$ cat src/rtl/lcd_pkg.sv
// lcd_pkg: shared definitions for the HD44780 hex display.
//   - command byte constants for the 8-bit interface
//   - sequencer state and bus phase enums
//   - hex_to_ascii: nibble to uppercase ASCII hex digit
//   - init_cmd: byte for each step of the power-up sequence
package lcd_pkg;

  localparam logic [7:0] LCD_FUNC_SET = 8'h38;  // 8-bit bus, 2 lines, 5x8 font
  localparam logic [7:0] LCD_DISP_ON  = 8'h0C;  // display on, cursor off, no blink
  localparam logic [7:0] LCD_ENTRY    = 8'h06;  // increment address, no shift
  localparam logic [7:0] LCD_CLEAR    = 8'h01;  // clear display, needs the long wait
  localparam logic [7:0] LCD_ADDR_L1  = 8'h80;  // DDRAM address 0 (line 1, column 0)

  typedef enum logic [2:0] {
    ST_PWRUP,
    ST_INIT,
    ST_IDLE,
    ST_ADDR,
    ST_CHAR
  } lcd_state_t;

  typedef enum logic [2:0] {
    BUS_IDLE,
    BUS_SETUP,
    BUS_EN_HI,
    BUS_HOLD,
    BUS_WAIT
  } bus_phase_t;

  function automatic logic [7:0] hex_to_ascii(input logic [3:0] n);
    return (n < 4'd10) ? (8'h30 + {4'h0, n}) : (8'h37 + {4'h0, n});
  endfunction

  function automatic logic [7:0] init_cmd(input logic [1:0] idx);
    logic [7:0] cmd;
    case (idx)
      2'd0:    cmd = LCD_FUNC_SET;
      2'd1:    cmd = LCD_DISP_ON;
      2'd2:    cmd = LCD_ENTRY;
      default: cmd = LCD_CLEAR;
    endcase
    return cmd;
  endfunction

endpackage

$ cat src/rtl/lcd_bus_cycle.sv
// lcd_bus_cycle: one write transfer on the HD44780 bus.
//   SETUP (1 cycle) -> EN_HI (T_EN cycles) -> HOLD (1 cycle) -> WAIT.
//   WAIT lasts T_CLEAR cycles when long_wait was set at start, else T_CMD.
// Ports:
//   clk_in, reset_n       clock, asynchronous active-low reset
//   start, rs, data       request a transfer; sampled when idle or on done
//   long_wait             use the clear-command wait length
//   lcd_en/lcd_rs/lcd_data  registered bus pins
//   done                  one-cycle pulse in the last WAIT cycle
// A start presented together with done chains the next transfer with no
// idle cycle in between.
module lcd_bus_cycle
  import lcd_pkg::*;
#(
  parameter int T_EN    = 16,
  parameter int T_CMD   = 2_500,
  parameter int T_CLEAR = 100_000
) (
  input  logic       clk_in,
  input  logic       reset_n,
  input  logic       start,
  input  logic       rs,
  input  logic [7:0] data,
  input  logic       long_wait,
  output logic       lcd_en,
  output logic       lcd_rs,
  output logic [7:0] lcd_data,
  output logic       done
);

  localparam int WAIT_MAX = (T_CLEAR > T_CMD) ? T_CLEAR : T_CMD;
  localparam int CNT_MAX  = (WAIT_MAX > T_EN) ? WAIT_MAX : T_EN;
  localparam int CNT_W    = $clog2(CNT_MAX + 1);

  bus_phase_t       r_phase, w_phase_nxt;
  logic [CNT_W-1:0] r_cnt, w_cnt_nxt;
  logic [CNT_W-1:0] w_wait_last;
  logic             r_long, r_en, r_rs;
  logic [7:0]       r_data;
  logic             w_load;

  assign w_wait_last = r_long ? CNT_W'(T_CLEAR - 1) : CNT_W'(T_CMD - 1);

  // NOTE: every combinational output gets a default before the case so no
  // path leaves it unassigned and no latch is inferred.
  always_comb begin
    w_phase_nxt = r_phase;
    w_cnt_nxt   = r_cnt;
    w_load      = 1'b0;
    done        = 1'b0;
    case (r_phase)
      BUS_IDLE: begin
        if (start) begin
          w_load      = 1'b1;
          w_phase_nxt = BUS_SETUP;
        end
      end
      BUS_SETUP: begin
        w_phase_nxt = BUS_EN_HI;
        w_cnt_nxt   = '0;
      end
      BUS_EN_HI: begin
        if (r_cnt == CNT_W'(T_EN - 1)) begin
          w_phase_nxt = BUS_HOLD;
          w_cnt_nxt   = '0;
        end else begin
          w_cnt_nxt = r_cnt + CNT_W'(1);
        end
      end
      BUS_HOLD: begin
        w_phase_nxt = BUS_WAIT;
        w_cnt_nxt   = '0;
      end
      BUS_WAIT: begin
        if (r_cnt == w_wait_last) begin
          done = 1'b1;
          if (start) begin
            w_load      = 1'b1;
            w_phase_nxt = BUS_SETUP;
          end else begin
            w_phase_nxt = BUS_IDLE;
          end
        end else begin
          w_cnt_nxt = r_cnt + CNT_W'(1);
        end
      end
      default: w_phase_nxt = BUS_IDLE;
    endcase
  end

  // NOTE: sequential state uses non-blocking assignments so every register
  // samples the pre-edge values regardless of statement order.
  always_ff @(posedge clk_in or negedge reset_n) begin
    if (!reset_n) begin
      r_phase <= BUS_IDLE;
      r_cnt   <= '0;
      r_long  <= 1'b0;
      r_en    <= 1'b0;
      r_rs    <= 1'b0;
      r_data  <= 8'h00;
    end else begin
      r_phase <= w_phase_nxt;
      r_cnt   <= w_cnt_nxt;
      // Enable is registered from the next phase so the pin is glitch-free.
      r_en    <= (w_phase_nxt == BUS_EN_HI);
      // rs/data only move on the load edge, i.e. when SETUP begins.
      if (w_load) begin
        r_rs   <= rs;
        r_data <= data;
        r_long <= long_wait;
      end
    end
  end

  assign lcd_en   = r_en;
  assign lcd_rs   = r_rs;
  assign lcd_data = r_data;

endmodule

$ cat src/rtl/lcd_hex_display.sv
// lcd_hex_display: shows a 32-bit word as 8 uppercase hex digits on line 1
// of an HD44780 16x2 LCD (8-bit, write-only bus).
// Ports:
//   clk_in, reset_n        50 MHz clock, asynchronous active-low reset
//   write_en, write_data   capture a new word (last write wins)
//   lcd_data/lcd_rs/lcd_en LCD bus; lcd_rw tied low
//   lcd_on, lcd_blon       panel power and backlight, always on
//   ready                  init sequence complete
// The word being drawn is frozen in r_shown at frame start; writes during a
// frame only update r_pending and mark a follow-up frame as needed.
module lcd_hex_display
  import lcd_pkg::*;
#(
  parameter int T_POWERUP = 1_000_000,
  parameter int T_EN      = 16,
  parameter int T_CMD     = 2_500,
  parameter int T_CLEAR   = 100_000
) (
  input  logic        clk_in,
  input  logic        reset_n,
  input  logic        write_en,
  input  logic [31:0] write_data,
  output logic [7:0]  lcd_data,
  output logic        lcd_rw,
  output logic        lcd_en,
  output logic        lcd_rs,
  output logic        lcd_on,
  output logic        lcd_blon,
  output logic        ready
);

  localparam int PWR_W = $clog2(T_POWERUP + 1);

  lcd_state_t       r_state, w_state_nxt;
  logic [PWR_W-1:0] r_timer, w_timer_nxt;
  logic [2:0]       r_idx, w_idx_nxt;
  logic [31:0]      r_pending, r_shown;
  logic             r_dirty, r_ready;

  logic             w_start, w_rs, w_long, w_done, w_take, w_ready_set;
  logic [7:0]       w_data;
  logic [2:0]       w_char_idx;
  logic [3:0]       w_nibble;

  // Digit mux: next character is digit 0 when leaving ADDR, else idx+1.
  // Digit k sits at bits [31-4k -: 4]; for 3-bit k, 7-k == ~k.
  assign w_char_idx = (r_state == ST_CHAR) ? (r_idx + 3'd1) : 3'd0;
  assign w_nibble   = r_shown[{~w_char_idx, 2'b00} +: 4];

  always_comb begin
    w_state_nxt = r_state;
    w_timer_nxt = r_timer;
    w_idx_nxt   = r_idx;
    w_start     = 1'b0;
    w_rs        = 1'b0;
    w_data      = 8'h00;
    w_take      = 1'b0;
    w_ready_set = 1'b0;
    case (r_state)
      ST_PWRUP: begin
        if (r_timer == PWR_W'(T_POWERUP - 1)) begin
          w_state_nxt = ST_INIT;
          w_idx_nxt   = 3'd0;
          w_start     = 1'b1;
          w_data      = init_cmd(2'd0);
        end else begin
          w_timer_nxt = r_timer + PWR_W'(1);
        end
      end
      ST_INIT: begin
        if (w_done) begin
          if (r_idx == 3'd3) begin
            w_ready_set = 1'b1;
            w_state_nxt = ST_IDLE;
          end else begin
            w_idx_nxt = r_idx + 3'd1;
            w_start   = 1'b1;
            w_data    = init_cmd(r_idx[1:0] + 2'd1);
          end
        end
      end
      ST_IDLE: begin
        if (r_dirty) begin
          w_take      = 1'b1;
          w_state_nxt = ST_ADDR;
          w_start     = 1'b1;
          w_data      = LCD_ADDR_L1;
        end
      end
      ST_ADDR: begin
        if (w_done) begin
          w_state_nxt = ST_CHAR;
          w_idx_nxt   = 3'd0;
          w_start     = 1'b1;
          w_rs        = 1'b1;
          w_data      = hex_to_ascii(w_nibble);
        end
      end
      ST_CHAR: begin
        if (w_done) begin
          if (r_idx == 3'd7) begin
            w_state_nxt = ST_IDLE;
          end else begin
            w_idx_nxt = r_idx + 3'd1;
            w_start   = 1'b1;
            w_rs      = 1'b1;
            w_data    = hex_to_ascii(w_nibble);
          end
        end
      end
      default: w_state_nxt = ST_PWRUP;
    endcase
  end

  // Only the clear command needs the long post-transfer wait.
  assign w_long = !w_rs && (w_data == LCD_CLEAR);

  always_ff @(posedge clk_in or negedge reset_n) begin
    if (!reset_n) begin
      r_state   <= ST_PWRUP;
      r_timer   <= '0;
      r_idx     <= 3'd0;
      r_pending <= 32'h0;
      r_shown   <= 32'h0;
      r_dirty   <= 1'b1;  // forces one frame of zeros after init
      r_ready   <= 1'b0;
    end else begin
      r_state <= w_state_nxt;
      r_timer <= w_timer_nxt;
      r_idx   <= w_idx_nxt;
      if (w_ready_set) r_ready <= 1'b1;
      if (w_take)      r_shown <= r_pending;
      // A write in the same cycle as frame start keeps dirty set so the
      // newer word gets its own frame.
      if (write_en) begin
        r_pending <= write_data;
        r_dirty   <= 1'b1;
      end else if (w_take) begin
        r_dirty <= 1'b0;
      end
    end
  end

  lcd_bus_cycle #(
    .T_EN    (T_EN),
    .T_CMD   (T_CMD),
    .T_CLEAR (T_CLEAR)
  ) u_bus (
    .clk_in    (clk_in),
    .reset_n   (reset_n),
    .start     (w_start),
    .rs        (w_rs),
    .data      (w_data),
    .long_wait (w_long),
    .lcd_en    (lcd_en),
    .lcd_rs    (lcd_rs),
    .lcd_data  (lcd_data),
    .done      (w_done)
  );

  assign ready    = r_ready;
  assign lcd_rw   = 1'b0;
  assign lcd_on   = 1'b1;
  assign lcd_blon = 1'b1;

endmodule
$ cat config.mk
export PLATFORM = sky130hd
export DESIGN_NAME = lcd_hex_display
export DESIGN_NICKNAME = d
export VERILOG_FILES = /design/src/rtl/lcd_pkg.sv /design/src/rtl/lcd_bus_cycle.sv /design/src/rtl/lcd_hex_display.sv
export SDC_FILE = /design/constraint.sdc
export NUM_CORES = 1
export LEC_CHECK = 0
export ABC_CLOCK_PERIOD_IN_PS = 6200
export CORE_MARGIN = 3
export CORE_UTILIZATION = 55
export DETAILED_ROUTE_END_ITERATION = 8
export DONT_BUFFER_PORTS = 1
export HOLD_SLACK_MARGIN = 0.1
export PLACE_DENSITY_LB_ADDON = 0.08
export SLEW_MARGIN = 0
export SYNTH_ARGS = -nofsm -noshare
export SYNTH_HDL_FRONTEND = slang
export SYNTH_HIERARCHICAL = 1
export SYNTH_SLANG_ARGS = --single-unit
$ cat constraint.sdc
create_clock -name clk_in -period 6.2 [get_ports clk_in]
set_input_delay 1.24 -clock clk_in [delete_from_list [all_inputs] [get_ports clk_in]]
set_output_delay 1.24 -clock clk_in [all_outputs]
set_load 0.02 [all_outputs]
Word level (Yosys, flattened, before mapping)
Cells that the tools add are included.

storage, ports and cells
  flip-flop bits (word level) = 123
  ROM bits = 0
  bits of input ports = 35
  memories kept = 0
  output and inout bits = 14
  memory bits (writable) = 0
  latch bits = 0
  logic and storage cells = 118

cells by class
  divide/modulo/power cells = 0
  shift-type cells = 1
  bitwise logic cells = 2
  add/subtract/negate cells = 6
  $mul = 0
  muxes and demuxes = 55
  equality and inequality tests = 27
  reductions and logical operators = 13
  magnitude comparators = 1

operators by type and width
  cell                   number
  $mux 17                3
  $mux 3                 17
  $pmux 17 s3            1
  $pmux 8 s5             1
  $shiftx 32x6->4        1
  $pmux 3 s5             2
  $mux 7                 4
  $add 20x1->20 const B  1
  $eq 20x20->1 const B   1
  $eq 3x2->1 const B     6
  $mux 1                 18
  $mux 6                 3
  $pmux 6 s3             1
  $add 17x1->17 const B  1
  $eq 17x17->1           1
  $eq 17x4->1 const B    1
  $add 6x4->7 const A    2
  $reduce_and 7->1       2
  $ne 2x2->1 const B     6
  $pmux 3 s4             1
  $eq 3x3->1 const B     3
  $eq 8x1->1 const B     1
  $mux 8                 1
  $ne 2x1->1 const B     4
  other kinds (19)       23

Depth between registers and ports, before layout
  depth in word-level cells = 11
  gate-level depth with buffers = 13
  gate-level depth less buffers = 12

Hierarchy
The synthesis kept the hierarchy.

by module, submodules not included
  module           area each (µm²)  seq. area each (µm²)  instances  cells an instance
  lcd_hex_display  4,406.7          2,303.5               1          368
  lcd_bus_cycle    1,739.2          775.7                 1          175

Worst setup path before layout
Ideal clock, no wire load.

  path kind = reg-to-reg
  from = register u_bus.r_cnt[5]
  to = register u_bus.r_data[1] (netlist: u_bus/lcd_data[1])
  data arrival time = 3,162 ps
  path buffers = 1
  library setup time = 125 ps
  cell stages (with the launch flop) = 13
  path slack = 2,913 ps
  required time = 6,075 ps
  period minus slack after synthesis = 3,287 ps
  path through = dfrtp_1 or4_1 or3_4 or3_1 and2b_1 nand2_1 nor4_1 nor3_1 nand2_1 nand2_1 a21o_1 buf_6 mux2_4

between the ends
  longest elaborated chain between the ends = 8
  elaborated cells on any way between the ends = 14
  classes of those cells = 1 x eq/ne; 13 x mux

ends and longest elaborated chain
  item                              line                                                                  source
  from (decl)                       lcd_bus_cycle.sv:36                                                   logic [CNT_W-1:0] r_cnt, w_cnt_nxt;
  from (signal assigned)            lcd_bus_cycle.sv:103                                                  r_cnt <= w_cnt_nxt;
  $eq 17x17->1 (*)                  lcd_bus_cycle.sv:75                                                   if (r_cnt == w_wait_last) begin
  $mux 1 (*)                        lcd_bus_cycle.sv:75
  $mux 1 (*)                        lcd_bus_cycle.sv:51                                                   case (r_phase)
  net w_done                        lcd_hex_display.sv:40                                                 logic w_start, w_rs, w_long, w_done, w_take, w_ready_set;
  $mux 1, on equally long branches  lcd_hex_display.sv:100, lcd_hex_display.sv:71, lcd_hex_display.sv:91
  $pmux 1 s5 (*)                    lcd_hex_display.sv:59                                                 case (r_state)
  net w_start                       lcd_hex_display.sv:40
  $mux 1 (*)                        lcd_bus_cycle.sv:53, lcd_bus_cycle.sv:77
  $mux 1                            lcd_bus_cycle.sv:75
  $pmux 1 s2 (*)                    lcd_bus_cycle.sv:51
  to (signal assigned)              lcd_bus_cycle.sv:109                                                  r_data <= data;
  to (decl)                         lcd_bus_cycle.sv:39                                                   logic [7:0] r_data;

The timed path passes the listed nets; every way through them passes the cells marked *.
A chain may end at the register's enable or synchronous reset.

Final worst setup path
Ends and elaborated chain as after synthesis.

==> run metrics <==
final hold violations=0; clock latency on the worst-skew pair=0.53 ns; post-CTS setup buffer count=0; yosys warns=6; MaxCap Viol Count=0; Yosys reg bits=~120; mapped cell area=6150 µm²; sequential share of the synthesized area=50.1%; critical path, cell by cell=or4_1 > or3_4 > or3_1 > and2b_1 > nand2_1 > nor4_1 > nor3_1 > nand2_1 > nand2_1 > a21o_1 > mux2_4; Core ar.=around 11000 µm²; Worst-path clk slew=approximately 0.060 ns; Filler cells=855; CTS tree=yes; met2 Resource Use GR=34.3%; setup TNS=0 ns; Synth top area share=49.7%; GP Congestion=0.841; GRT met1 Usage=between 20% and 30%; R2R setup slack=about 2.4 ns; Clk Tree Root Cell=clkbuf_8; CTS sink cnt=123; Tightest Pin Transition=1.20 ns; worst hold path type=primary input to asynchronous set/reset pin; critical path class=register to register; GR Util All Layers=21.4%; Setup Skew=~0.0093 ns; top_reg_cell synth=dfrtp_1; Final Slew Violations=0; RSZ-0062 raised after global routing=false; met3 usage=6.36%; drt wl/cell=18.6 µm; CP Capture Type=register; final wirelength=12.7 mm; CP Data Arrival Time=4.18 ns; ranking of synthesized cells by area=dfrtp_1, mux2_2, nand2_1; Synth Instances=543; layout cells sized above 1=between 20% and 30%; row cnt=37; slowest cell on the critical path=or4_1; max_slew headroom=19.1%; CP Launch Type=register; pwr dens=278 nW/µm²; Hold WS=0.402 ns; GR Overflow Total=0; DR iter-0 viols=241; status=completed; Routed Antenna Nets=0; Max Root-Sink Buffers=2; # setup viols final=0; Period minus WS final=3.77 ns; VDD IR max=0.345 mV; vias in the first global route=between 4k and 5k; Initial Util=between 50 and 60%; Netlist cell types=63; fraction of registers with async set/reset=100%; Area growth, synth to finish=10.9%; CP Max Fanout=11; data required time of the worst path=6.61 ns; Die W=112 µm; drt via density=between 5 and 6; GRT Max-Usage Layer=met2; Die H=between 100 and 150 µm; initial antenna violation count=0; area leader, netlist=dfrtp_1; leakage power=0.00311 µW; fmax=265 MHz; first-pass GRT wire length=21.2 mm; largest net degree at the start of global routing=124; nets=between 500 and 600; Port Buf Inserts=0; DP Wirelength=8.62 mm; htree depth=4; IO Count=49; drc violations=0; synthesized area per cell=around 11 µm²; die area=12500 µm²; crit-path max cell delay=0.58 ns; Final Cycle Share=60.8%; total number of vias=4112; Antenna diodes=0; TritonRoute pass-1 iters=4; Post-synth EDFFs=0; hold buffer count at CTS=0; post-CTS sizing=0; Crit path top cell by count=nand2_1; CTS Buf Count=17
-- flip-flops by register name (all words and copies together) (netlist names) --
name / cells
u_bus/lcd_data: 8
r_timer: 20
u_bus/lcd_rs: 1
u_bus/r_phase: 3
r_pending: 32
r_state: 3
r_shown: 32
r_dirty: 1
u_bus/r_cnt: 17
ready: 1
r_idx: 3
u_bus/lcd_en: 1
u_bus/r_long: 1
-- power by group --
group | switching (µW) | total (µW) | internal [µW]
clock network | 378 | 1030 | 657
logic | 6.14 | 25.1 | 18.9
registers | 10.4 | 834 | 824
total | 395 | 1890 | 1500
-- placed cells by master, fill, tap and decap left out, drive strengths merged, types with 3 or more instances in the layout --
cell type and instances:
dfrtp 122, mux2 75, nand2 45, a21oi 25, clkbuf 19, nand3 18
nor2 18, xnor2 18, nand2b 16, mux2i 15, inv 14, or4 12
o31ai 12, o21ai 12, nor2b 9, ha 9, nor3 8, and3 8
nand4 8, a31oi 5, and4 5, or3 5, clkinv 5, a21o 4
bufinv 4, nor4 4, or2 3, a22oi 3, o22a 3, xor2 3
conb 3, nor3b 3
-- cell families after synthesis --
logic type      share of synthesized area, %
flops                                   50.1
fa+ha+maj                               1.83
simple gates                            15.9
xor+xnor                                2.99
compound gates                          8.73
buf+inv                                 2.85
other cells                            0.122
mux                                     17.5
-- path summary, 6_finish.rpt --
kind | cells past startpoint | start | to
min in group clk_in | 1 | r_timer[18] | r_timer[18]
min reg2reg | 1 | r_timer[18] | r_timer[18]
max reg2reg | 11 | u_bus/r_cnt[5] | u_bus/lcd_data[1]
max in group asynchronous | 0 | reset_n | r_dirty
max | 11 | u_bus/r_cnt[5] | u_bus/lcd_data[1]
min | 0 | reset_n | u_bus/r_cnt[6]
-- worst max-delay path, delay by kind of cell (launching register included) --
kind / cells / cell delay [ns]
compound gates: 1 / 0.36
flops: 1 / 0.42
simple gates: 9 / 2.48
mux: 1 / 0.38
-- Yosys cell counts, drive strengths merged (2+ instances only) --
cell / instances
nand4: 8
o2bb2ai: 2
nor4: 4
a22oi: 3
ha: 9
o31ai: 12
or4: 12
dfrtp: 122
nor3: 8
xnor2: 18
buf: 13
and2: 2
nor4bb: 2
nor3b: 3
o22ai: 2
or3b: 2
nand3: 18
and3: 8
inv: 11
nand2: 45
mux4: 2
conb: 2
o21bai: 2
a22o: 2
xor2: 3
nor2: 18
nand2b: 16
and4: 5
a21o: 4
o22a: 3
mux2: 75
nor2b: 9
a31oi: 5
a21boi: 2
nand3b: 2
clkbuf: 15
mux2i: 15
or2: 3
o21ai: 12
or3: 5
a21oi: 25
-- area by class of cell --
cell class | count | area, µm² | share of cell area, %
inverter | 11 | 41.3 | 0.606
clock buffer | 19 | 422 | 6.18
multi-input combinational | 382 | 2900 | 42.5
timing repair buffer | 2 | 15.0 | 0.220
sequential | 123 | 3080 | 45.2
tap | 136 | 170 | 2.50
clock inverter | 13 | 190 | 2.79
-- layer usage --
layer,up-vias,part of all wire (%)
met5,-,0
met4,0,1.3
met3,17,4.0
met2,91,50
met1,2050,45
li1,1954,-
-- metrics by stage --
step	setup WS [ns]	cell area, µm²	total power (µW)	util [%]	cells
floorplan	2.91	6150	873	-	544
global placement	2.60	6210	873	58.5	654
detailed placement	2.49	6210	874	58.5	654
CTS	2.48	6820	1910	64.3	686
global route	2.18	6820	1960	64.3	686
finish	2.43	6820	1890	64.3	686
(Power assumes the default switching activity.)
